[config.mk]
export PLATFORM = sky130hd
export DESIGN_NAME = memory_gateway_initiator
export DESIGN_NICKNAME = d
export VERILOG_FILES = /design/src/rtl/memory_gateway_pkg.sv /design/src/rtl/memory_gateway_watchdog.sv /design/src/rtl/memory_gateway_initiator.sv
export SDC_FILE = /design/constraint.sdc
export NUM_CORES = 1
export LEC_CHECK = 0
export CAP_MARGIN = 10
export CORE_AREA = 3 3 128 130
export DETAILED_ROUTE_END_ITERATION = 10
export DIE_AREA = 0 0 131 133
export PLACE_DENSITY = 0.74
export SLEW_MARGIN = 20
export SYNTH_ARGS = -nofsm -noshare
export SYNTH_HDL_FRONTEND = slang
export SYNTH_SLANG_ARGS = --single-unit
[constraint.sdc]
create_clock -name clock -period 1.91 [get_ports clock]
set_clock_uncertainty 0.05 [all_clocks]
set_input_delay 0.382 -clock clock [delete_from_list [all_inputs] [get_ports clock]]
set_output_delay 0.382 -clock clock [all_outputs]
set_load 0.005 [all_outputs]
[src/rtl/memory_gateway_pkg.sv]
// memory_gateway_pkg: state encoding and default widths shared by the
// memory gateway initiator and its watchdog.
package memory_gateway_pkg;

  localparam int unsigned DEFAULT_ADDR_WIDTH = 64;
  localparam int unsigned DEFAULT_DATA_WIDTH = 16;

  typedef enum logic [1:0] {
    IDLE,
    ISSUE,
    WAIT,
    RESP
  } state_t;

endpackage

[src/rtl/memory_gateway_watchdog.sv]
// memory_gateway_watchdog: cycle counter with synchronous clear and count
// enable; expired is raised while enabled once LIMIT-1 cycles have elapsed.
module memory_gateway_watchdog #(
  parameter int unsigned LIMIT = 1024
) (
  input  logic clock,
  input  logic reset,
  input  logic clear,
  input  logic enable,
  output logic expired
);

  localparam int unsigned     CNT_W = (LIMIT > 1) ? $clog2(LIMIT) : 1;
  localparam logic [CNT_W-1:0] LAST = CNT_W'(LIMIT - 1);

  logic [CNT_W-1:0] count_q, count_d;

  // NOTE: default every always_comb output first so no path infers a latch.
  always_comb begin
    count_d = count_q;
    if (clear) begin
      count_d = '0;
    end else if (enable && (count_q != LAST)) begin
      count_d = count_q + CNT_W'(1);
    end
  end

  // NOTE: sequential state uses non-blocking assignments so every flop
  // updates from pre-edge values.
  always_ff @(posedge clock) begin
    if (!reset) begin
      count_q <= '0;
    end else begin
      count_q <= count_d;
    end
  end

  assign expired = enable && (count_q == LAST);

endmodule

[src/rtl/memory_gateway_initiator.sv]
// memory_gateway_initiator: turns one core-side valid/ready request into a single
// ap_ctrl gateway transaction. Define MEM_GATEWAY_TIMEOUT_EN to add a WAIT watchdog.
module memory_gateway_initiator
  import memory_gateway_pkg::*;
#(
  parameter int unsigned ADDR_WIDTH     = DEFAULT_ADDR_WIDTH,
  parameter int unsigned DATA_WIDTH     = DEFAULT_DATA_WIDTH,
  parameter int unsigned TIMEOUT_CYCLES = 1024
) (
  input  logic                  clock,
  input  logic                  reset,
  input  logic                  req_valid,
  output logic                  req_ready,
  input  logic [ADDR_WIDTH-1:0] req_addr,
  input  logic [DATA_WIDTH-1:0] req_wdata,
  input  logic                  req_wen,
  output logic                  resp_valid,
  input  logic                  resp_ready,
  output logic [DATA_WIDTH-1:0] resp_rdata,
  output logic                  resp_error,
  input  logic [63:0]           base_pointer,
  output logic [63:0]           memory_pointer,
  output logic                  ap_start,
  input  logic                  ap_done,
  input  logic                  ap_idle,
  input  logic                  ap_ready,
  output logic [ADDR_WIDTH-1:0] addr,
  output logic [DATA_WIDTH-1:0] wdata,
  output logic                  wen,
  input  logic [DATA_WIDTH-1:0] ap_return,
  output logic                  locked
);

  state_t                state_q, state_d;
  logic [ADDR_WIDTH-1:0] addr_q, addr_d;
  logic [DATA_WIDTH-1:0] wdata_q, wdata_d;
  logic                  wen_q, wen_d;
  logic [DATA_WIDTH-1:0] resp_rdata_q, resp_rdata_d;
  logic                  resp_error_q, resp_error_d;
  logic                  timeout_expired;
  logic                  unused_inputs;

`ifdef MEM_GATEWAY_TIMEOUT_EN
  memory_gateway_watchdog #(
    .LIMIT(TIMEOUT_CYCLES)
  ) u_watchdog (
    .clock  (clock),
    .reset  (reset),
    .clear  ((state_q == ISSUE) && ap_idle),
    .enable (state_q == WAIT),
    .expired(timeout_expired)
  );
  assign unused_inputs = ap_ready;
`else
  assign timeout_expired = 1'b0;
  assign unused_inputs   = ap_ready ^ (TIMEOUT_CYCLES == 0);
`endif

  always_comb begin
    state_d      = state_q;
    addr_d       = addr_q;
    wdata_d      = wdata_q;
    wen_d        = wen_q;
    resp_rdata_d = resp_rdata_q;
    resp_error_d = resp_error_q;
    case (state_q)
      IDLE: begin
        if (req_valid) begin
          addr_d  = req_addr;
          wdata_d = req_wdata;
          wen_d   = req_wen;
          state_d = ISSUE;
        end
      end
      // The gateway samples ap_start only while it reports idle.
      ISSUE: begin
        if (ap_idle) begin
          state_d = WAIT;
        end
      end
      // ap_return is only meaningful in the ap_done cycle; done beats expiry.
      WAIT: begin
        if (ap_done) begin
          resp_rdata_d = wen_q ? '0 : ap_return;
          resp_error_d = 1'b0;
          state_d      = RESP;
        end else if (timeout_expired) begin
          resp_rdata_d = '0;
          resp_error_d = 1'b1;
          state_d      = RESP;
        end
      end
      RESP: begin
        if (resp_ready) begin
          state_d = IDLE;
        end
      end
      default: state_d = IDLE;
    endcase
  end

  always_ff @(posedge clock) begin
    if (!reset) begin
      state_q      <= IDLE;
      addr_q       <= '0;
      wdata_q      <= '0;
      wen_q        <= 1'b0;
      resp_rdata_q <= '0;
      resp_error_q <= 1'b0;
    end else begin
      state_q      <= state_d;
      addr_q       <= addr_d;
      wdata_q      <= wdata_d;
      wen_q        <= wen_d;
      resp_rdata_q <= resp_rdata_d;
      resp_error_q <= resp_error_d;
    end
  end

  assign req_ready      = (state_q == IDLE);
  assign ap_start       = (state_q == ISSUE);
  assign resp_valid     = (state_q == RESP);
  assign resp_rdata     = resp_rdata_q;
  assign resp_error     = resp_error_q;
  assign addr           = addr_q;
  assign wdata          = wdata_q;
  assign wen            = wen_q;
  assign memory_pointer = base_pointer;
  assign locked         = 1'b0;

endmodule

Yosys cells after proc, flatten, opt, wreduce, memory -nomap -nowiden
Cells that the tools add are included.

Flip-flop bits (word level): 99. Latch bits: 0. Memory bits (writable): 0. Bits in read-only memories: 0. Bits of input ports: 168. Memories: 0.

Add/sub/neg operators: 0. Multiply operators: 0. Div/mod/pow operators: 0. Magnitude comparators: 0. Eq/ne operators: 7. Shifts and indexed selects: 0. Muxes and demuxes: 6. Bitwise operators: 0. Reductions and logical operators: 4.

Operator list (number): 16-bit two-way mux (1); 2-bit two-way mux (4); 2-bit one-hot mux with 4 select lines (1); 2-bit equality test (second input constant) (2); 2-bit by 1-bit inequality test with 1-bit output (second input constant) (2); 2-bit inequality test (second input constant) (2); 2-bit AND reduction (2); 4-bit AND reduction (1); 2-bit by 1-bit equality test with 1-bit output (second input constant) (1); 2-bit logical NOT (1).

Logic depth before layout (Yosys ltp)
Gate-level depths: netlist (run 1).

Depth after elaboration: 3. Gate-level depth with buffers: 7.

Worst setup path after synthesis (run 1)
No wires, ideal clock.

Path type: reg2reg. Start point: register state_q[0]. End point: register state_q[0]. Data arrival time: 1.434 ns. Data required time: 1.788 ns. Setup slack: 0.354 ns. Cell stages (with the launch flop): 7. Clock period less this slack: 1.556 ns. Cells stage by stage: dfxtp_1 inv_1 ha_1 buf_6 nor2b_4 a2111oi_4 mux2i_1.

Word-level cells in the longest chain between the ends: 3. Elaborated cells between the ends (all ways): 10.

Ends and longest elaborated chain: start, declared (line memory_gateway_initiator.sv:34) `state_t state_q, state_d;`; start signal, assigned (line memory_gateway_initiator.sv:111) `state_q <= state_d;`; 2-bit equality test (tied with other cells) (line memory_gateway_initiator.sv:66) `case (state_q)`; 2-bit inequality test (no source line) / 2-bit by 1-bit inequality test with 1-bit output (equally long branches); 4-bit AND reduction (no source line).

Several ways; a longest one is shown, not always the timed one. A chain may end at the register's enable or synchronous reset.

Worst setup path after layout (run 1)
Start point: register state_q[1]. End point: output port ap_start.

Word-level cells in the longest chain between the ends: 1.

Ends and longest elaborated chain: 2-bit by 1-bit equality test with 1-bit output (line memory_gateway_initiator.sv:121) `assign ap_start = (state_q == ISSUE);`; end, declared (line memory_gateway_initiator.sv:23) `output logic ap_start,`.

No other way between the ends.

==> reports/results.tsv, run 1 <==
stage	metric	value	unit
detailed_routing	detailed-route via count	3681	
floorplanning	die height	133	um
detailed_routing	DR pass1 iterations	4	
placed_design	port bufs	202	
layout	Layout area overhead	48.2	%
power	Pwr Density	1070	nW/um^2
timing	Tmin final	1.85	ns
synthesis	Seq/Total Area, Yosys	45.6	%
detailed_routing	DRC	0	
synthesis	Synth area leader	dfxtp_1	
synthesis	EDFF count, synth	0	
layout	ratio of cells with drive above 1 in the final layout	4.86	%
synthesis	Mean Syn Cell Area	8.50	sq um
clocking	TritonCTS clock tree	done	
clocking	total setup buffers inserted after CTS	0	
clocking	Clock H-tree levels	3	
setup_path	Crit Path Class	reg -> out	
detailed_routing	wire per inst	14.2	um
clocking	later-pin clock latency in the skew report	0.34	ns
detailed_routing	routed wire length	12100	um
timing	worst hold slack	0.410	ns
synthesis	synth unique cells	17	
min_path	hold path start	wdata[10]$_SDFFE_PN0P_	
synthesis	Compound-Gate Fraction of Synth Area	17.5	%
timing	final count of pins violating max slew	0	
layout	final core utilization	42.3	%
clocking	Clock Path Buffers	2	
setup_path	CP Data Required Time	1.48	ns
setup_path	WP data arrival	1.42	ns
synthesis	Post-Syn Instances	512	
layout	Filler cells	1552	
setup_path	crit path from	state_q[1]$_SDFFE_PN0P_	
global_route	first-pass GRT wire length	18000	um
placed_design	Post-Place Worst Slack	0.120	ns
power	Max IR drop VDD	0.000424	V
setup_path	CP endpoint kind	output port	
clocking	total CTS buffers	9	
setup_path	Reg2Reg Setup Slack	0.32	ns
timing	Setup-failing EPs final	0	
timing	Total Negative Setup Slacks	0	ns
synthesis	YS warnings	0	
synthesis	Synth Area in Adders	1.44	%
synthesis	Commonest cells post-synth	nand2_1 (183), dfxtp_1 (99), a21boi_0 (97)	
floorplanning	Core Area	15300	sq um
run	maxcap violations	0	
clocking	CTS Root Cell	clkbuf_16	
setup_path	Crit Reg-Reg Startpoint	state_q[0]$_SDFFE_PN0P_	
synthesis	largest family of logic cells by synthesized area	simple AND/OR/NAND/NOR gates	
floorplanning	floorplan row count	45	
global_route	largest net degree at the start of global routing	102	
floorplanning	Die Span X	131	um
layout	Ant. Diodes	0	
global_route	GRT overflow	0	
detailed_routing	via/cell ratio	4.34	
synthesis	top post-synthesis cells by area	dfxtp_1 (46%), a21boi_0 (17%), nand2_1 (16%), buf_4 (12%), nand4b_1 (3.2%)	
synthesis	Post-Synth XOR/XNOR Area	0	%
power	Lkg Pwr	2.31	nW
timing	Hold Vio Cnt, Final	0	
detailed_routing	ANT nets after route	0	
synthesis	share of the synthesized area in the top cell type	45.6	%
layout	Nets	807	
timing	Least-Margin Pin Slew	0.567	ns
synthesis	synthesized area	4350	sq um
timing	max_slew headroom	62.1	%
timing	Final WS setup	0.0608	ns
run_status	outcome	complete, no violations	
synthesis	Synth Area in Simple Gates	19.8	%
global_route	Total GRT Usage	13.3	%
timing	RSZ-0062 raised after global routing	false	
floorplanning	Die Area	17400	sq um
floorplanning	I/O Pins	334	
clocking	Reg clk slew, reported paths	0.06	ns
layout	Reg area	1990	sq um
synthesis	FF+latch count, synth	99	
timing	FMAX	541	MHz
clocking	CTS Sinks	99	
placed_design	final RePlAce weighted congestion	0.713	
synthesis	mux share of post-synthesis cell area	0.460	%
floorplanning	Initial Utilization	28.5	%
min_path	hold crit path type	reg -> reg	
placed_design	HPWL after DPL	8370	um
timing	Tcrit/Tclk final	96.8	%
setup_path	crit path launch type	flip-flop	
synthesis	most frequent cell after synthesis	nand2_1	
layout	footprint of the multi-input gates	1730	sq um
synthesis	asr flop ratio synth	0	%
detailed_routing	DR iter-0 viols	114	
synthesis	Synth Flop Type	dfxtp_1	
setup_path	critical path fanouts, max	4	
global_route	number of global-route vias before repair	3408	
global_route	initial antenna violation count	0	
-- area by class of cell --
class                   count  area share [%]
multi-input cells         311            26.8
repair buffers            210            33.2
clock buffers              11            3.76
flip-flops and latches     99            30.8
inverters                   3           0.175
clock inverters             4            1.16
well taps                 211            4.09
-- state kept, by name, indices dropped and copies added, names as in the netlist --
signal and cells:
state_q 2, wen 1, addr 64, wdata 16, resp_rdata 16
-- critical path, stage by stage, from the launching register on --
cell and delay, ns:
dfxtp_2 0.34, inv_2 0.08, ha_4 0.14, clkdlybuf4s50_1 0.51
-- stage by stage --
step	total power [mW]	instances	cell area (sq um)
floorplan	3.80	513	4350
finish	6.90	849	6450
global placement	5.01	834	6110
CTS	7.06	849	6440
global route	7.35	849	6450
detailed placement	5.03	834	6110
-- path summary, 6_finish.rpt --
kind | end | depth (start not counted)
max reg2reg | state_q[0]$_SDFFE_PN0P_ | 5
min | wdata[10]$_SDFFE_PN0P_ | 2
max | ap_start | 3
min reg2reg | wdata[10]$_SDFFE_PN0P_ | 2
-- metal layers --
layer  vias to the layer above  track usage (%)  routed length, um
met5                         -                0                  0
met4                         0             7.66                567
met3                        50             6.06               1150
met2                       150             21.7               5740
met1                      1662             13.9               4620
li1                       1819                -                  -
-- cells in the final DEF, fill, tap and decap left out, types with 2 or more instances in the layout --
cell / instances
nand4b_1: 16
buf_12: 5
nand2_1: 182
bufinv_16: 2
mux2i_1: 2
clkdlybuf4s50_1: 199
inv_1: 2
dfxtp_1: 97
a21boi_0: 97
conb_1: 2
clkbuf_16: 9
buf_4: 3
nor2b_1: 2
clkinvlp_4: 2
ha_1: 4
-- power breakdown --
part | internal, mW | total, mW | switching [mW] | leakage, nW
Sequential | 2.44 | 2.62 | 0.186 | 0.811
Combinational | 1.26 | 2.33 | 1.07 | 1.35
Clock | 1.18 | 1.95 | 0.776 | 0.148
-- cell families after synthesis --
family          Yosys count
compound gates           99
fa+ha+maj                 5
buf+inv                 103
flops                    99
mux                       2
other cells               1
simple gates            203
-- timing repair --
| action | in CTS | in global routing |
|---|---|---|
| hold endpoints to repair | 0 | 0 |
| gates resized for setup | 6 | 2 |
| setup endpoints to repair | 3 | 1 |
| hold buffers | 0 | 0 |
Power figures use the tool's default switching activity.
==> run 2, diff against run 1 <==
--- a/config.mk
+++ b/config.mk
@@ -5,10 +5,11 @@
 export SDC_FILE = /design/constraint.sdc
 export NUM_CORES = 1
 export LEC_CHECK = 0
+export ABC_AREA = 1
 export CAP_MARGIN = 10
-export CORE_AREA = 3 3 128 130
+export CORE_AREA = 3 3 127 129
 export DETAILED_ROUTE_END_ITERATION = 10
-export DIE_AREA = 0 0 131 133
+export DIE_AREA = 0 0 130 132
 export PLACE_DENSITY = 0.74
 export SLEW_MARGIN = 20
 export SYNTH_ARGS = -nofsm -noshare
==> run 2 against run 1 <==
  * Global-route usage shrank 0.37 points
  * Setup slack got worse by 0.0015 ns
  * Non-clock buffer count unchanged
  * Sequential cell count unchanged
  * Highest routed layer unchanged
==> reports/results.tsv, run 2 <==
stage	metric	value	unit
clocking	Clock Path Buffers	2	
layout	Filler cells	1536	
placed_design	Post-Place Worst Slack	0.104	ns
placed_design	HPWL after DPL	8510	um
synthesis	Synth Flop Type	dfxtp_1	
detailed_routing	detailed-route via count	3584	
detailed_routing	routed wire length	11600	um
floorplanning	Core Area	15100	sq um
floorplanning	floorplan row count	45	
synthesis	Post-Syn Instances	520	
power	Lkg Pwr	2.35	nW
clocking	CTS Sinks	99	
detailed_routing	via/cell ratio	4.27	
power	Max IR drop VDD	0.000739	V
layout	ratio of cells with drive above 1 in the final layout	6.76	%
layout	Design Area, Final	6160	sq um
timing	Tcrit/Tclk final	96.9	%
synthesis	share of the synthesized area in the top cell type	47.6	%
timing	Setup-failing EPs final	0	
timing	Final WS setup	0.0593	ns
power	Design Power	7.63	mW
layout	Ant. Diodes	0	
detailed_routing	DR pass1 iterations	4	
timing	max_slew headroom	66.7	%
synthesis	YS warnings	0	
layout	commonest non-fill, non-tap cell in the layout	clkdlybuf4s50_1	
detailed_routing	DRC	0	
synthesis	synth unique cells	20	
synthesis	Mean Syn Cell Area	8.01	sq um
setup_path	Reg2Reg Setup Slack	0.41	ns
clocking	Reg clk slew, reported paths	0.06	ns
run_status	outcome	complete, no violations	
setup_path	crit path launch type	flip-flop	
synthesis	Synth area leader	dfxtp_1	
layout	Layout area overhead	48.0	%
clocking	later-pin clock latency in the skew report	0.34	ns
setup_path	critical path fanouts, max	4	
timing	Hold Vio Cnt, Final	0	
min_path	hold crit path type	reg -> reg	
synthesis	most frequent cell after synthesis	nor2_1	
synthesis	top post-synthesis cells by area	dfxtp_1 (48%), nor2_1 (15%), buf_4 (12%), o21ai_0 (9.7%), buf_6 (2.4%)	
setup_path	WP data arrival	1.42	ns
floorplanning	Die Area	17200	sq um
placed_design	Area after DPL	5810	sq um
setup_path	CP endpoint kind	output port	
synthesis	EDFF count, synth	0	
timing	Least-Margin Pin Slew	0.499	ns
power	Pwr Density	1240	nW/um^2
global_route	Total GRT Usage	12.9	%
floorplanning	Initial Utilization	27.5	%
synthesis	Seq/Total Area, Yosys	47.6	%
detailed_routing	wire per inst	13.8	um
layout	commonest cells after routing, fill and taps aside	clkdlybuf4s50_1 (200), nor2_1 (166), dfxtp_1 (97)	
timing	FMAX	540	MHz
global_route	first-pass GRT wire length	17500	um
timing	Total Negative Setup Slacks	0	ns
setup_path	Crit Path Class	reg -> out	
detailed_routing	ANT nets after route	0	
synthesis	FF+latch count, synth	99	
placed_design	final RePlAce weighted congestion	0.716	
clocking	total CTS buffers	9	
clocking	TritonCTS clock tree	done	
synthesis	Commonest cells post-synth	nor2_1 (166), dfxtp_1 (99), o21ai_0 (81)	
run	maxcap violations	0	
setup_path	CP Data Required Time	1.48	ns
global_route	largest net degree at the start of global routing	46	
timing	final count of pins violating max slew	0	
synthesis	synthesized area	4160	sq um
layout	Nets	819	
synthesis	asr flop ratio synth	0	%
global_route	number of global-route vias before repair	3422	
clocking	total setup buffers inserted after CTS	0	
placed_design	port bufs	202	
timing	RSZ-0062 raised after global routing	false	
global_route	GRT overflow	0	
detailed_routing	DR iter-0 viols	134	
clocking	Clock H-tree levels	3	
layout	max FFs per register	64	
global_route	initial antenna violation count	0	
floorplanning	I/O Pins	334	
clocking	CTS Root Cell	clkbuf_16	
timing	Tmin final	1.85	ns
floorplanning	die height	132	um
floorplanning	Die Span X	130	um
[run 2: final cells by class]
class	instances	area (sq um)	share of cell area, %
clock inverters	5	83.8	1.36
multi-input cells	315	1440	23.4
well taps	188	235	3.82
inverters	11	51.3	0.832
flip-flops and latches	99	1980	32.2
repair buffers	210	2110	34.3
clock buffers	11	253	4.10
[run 2: worst max-delay path, cell delays in order (launching register included)]
cell and delay, ns:
dfxtp_2 0.34, inv_2 0.09, ha_4 0.15, clkdlybuf4s50_1 0.50
[run 2: final timing paths]
path                                     from                          end  cells past startpoint
hold reg to reg   resp_rdata[15]$_SDFFE_PN0P_  resp_rdata[15]$_SDFFE_PN0P_                      2
setup reg to reg      state_q[0]$_SDFFE_PN0P_        addr[26]$_SDFFE_PN0P_                      8
setup / recovery      state_q[0]$_SDFFE_PN0P_                    req_ready                      3
hold / removal    resp_rdata[15]$_SDFFE_PN0P_  resp_rdata[15]$_SDFFE_PN0P_                      2
[run 2: logic make-up after synthesis]
group                    share of synthesized area (%)
AND/OR/NAND/NOR                                   20.8
buffers and inverters                             18.2
flip-flops                                        47.6
AO/OA/AOI/OAI                                     11.8
adder cells (fa/ha/maj)                           1.50
other                                           0.0901
[run 2: routing by layer]
| metal | share of wire (%) | up-vias | routed length, um | GRT usage (%) |
|---|---|---|---|---|
| li1 | - | 1833 | - | - |
| met1 | 40 | 1576 | 4580 | 13.6 |
| met2 | 48 | 130 | 5530 | 22.0 |
| met3 | 8.7 | 45 | 1010 | 5.35 |
| met4 | 4.0 | 0 | 466 | 6.29 |
| met5 | 0 | - | 0 | 0 |
[run 2: power breakdown]
part	internal, mW	switching [mW]
Clock	1.22	0.795
Sequential	2.60	0.274
Combinational	1.52	1.21
Total	5.35	2.28
[run 2: repair_timing]
item / 4_1_cts / 5_1_grt
endpoints found under the setup margin: 2 / 2
hold buffers: 0 / 0
gates cloned: 0 / 0
resized for setup: 5 / 2
[run 2: metrics by stage]
| step | cells | utilization (%) | hold WS, ns |
|---|---|---|---|
| after floorplan | 521 | - | 0.411 |
| after global placement | 823 | 38.4 | 0.401 |
| final | 839 | 40.7 | 0.413 |
| after CTS | 839 | 40.7 | 0.415 |
| after detailed placement | 823 | 38.4 | 0.405 |
| after global routing | 839 | 40.7 | 0.435 |
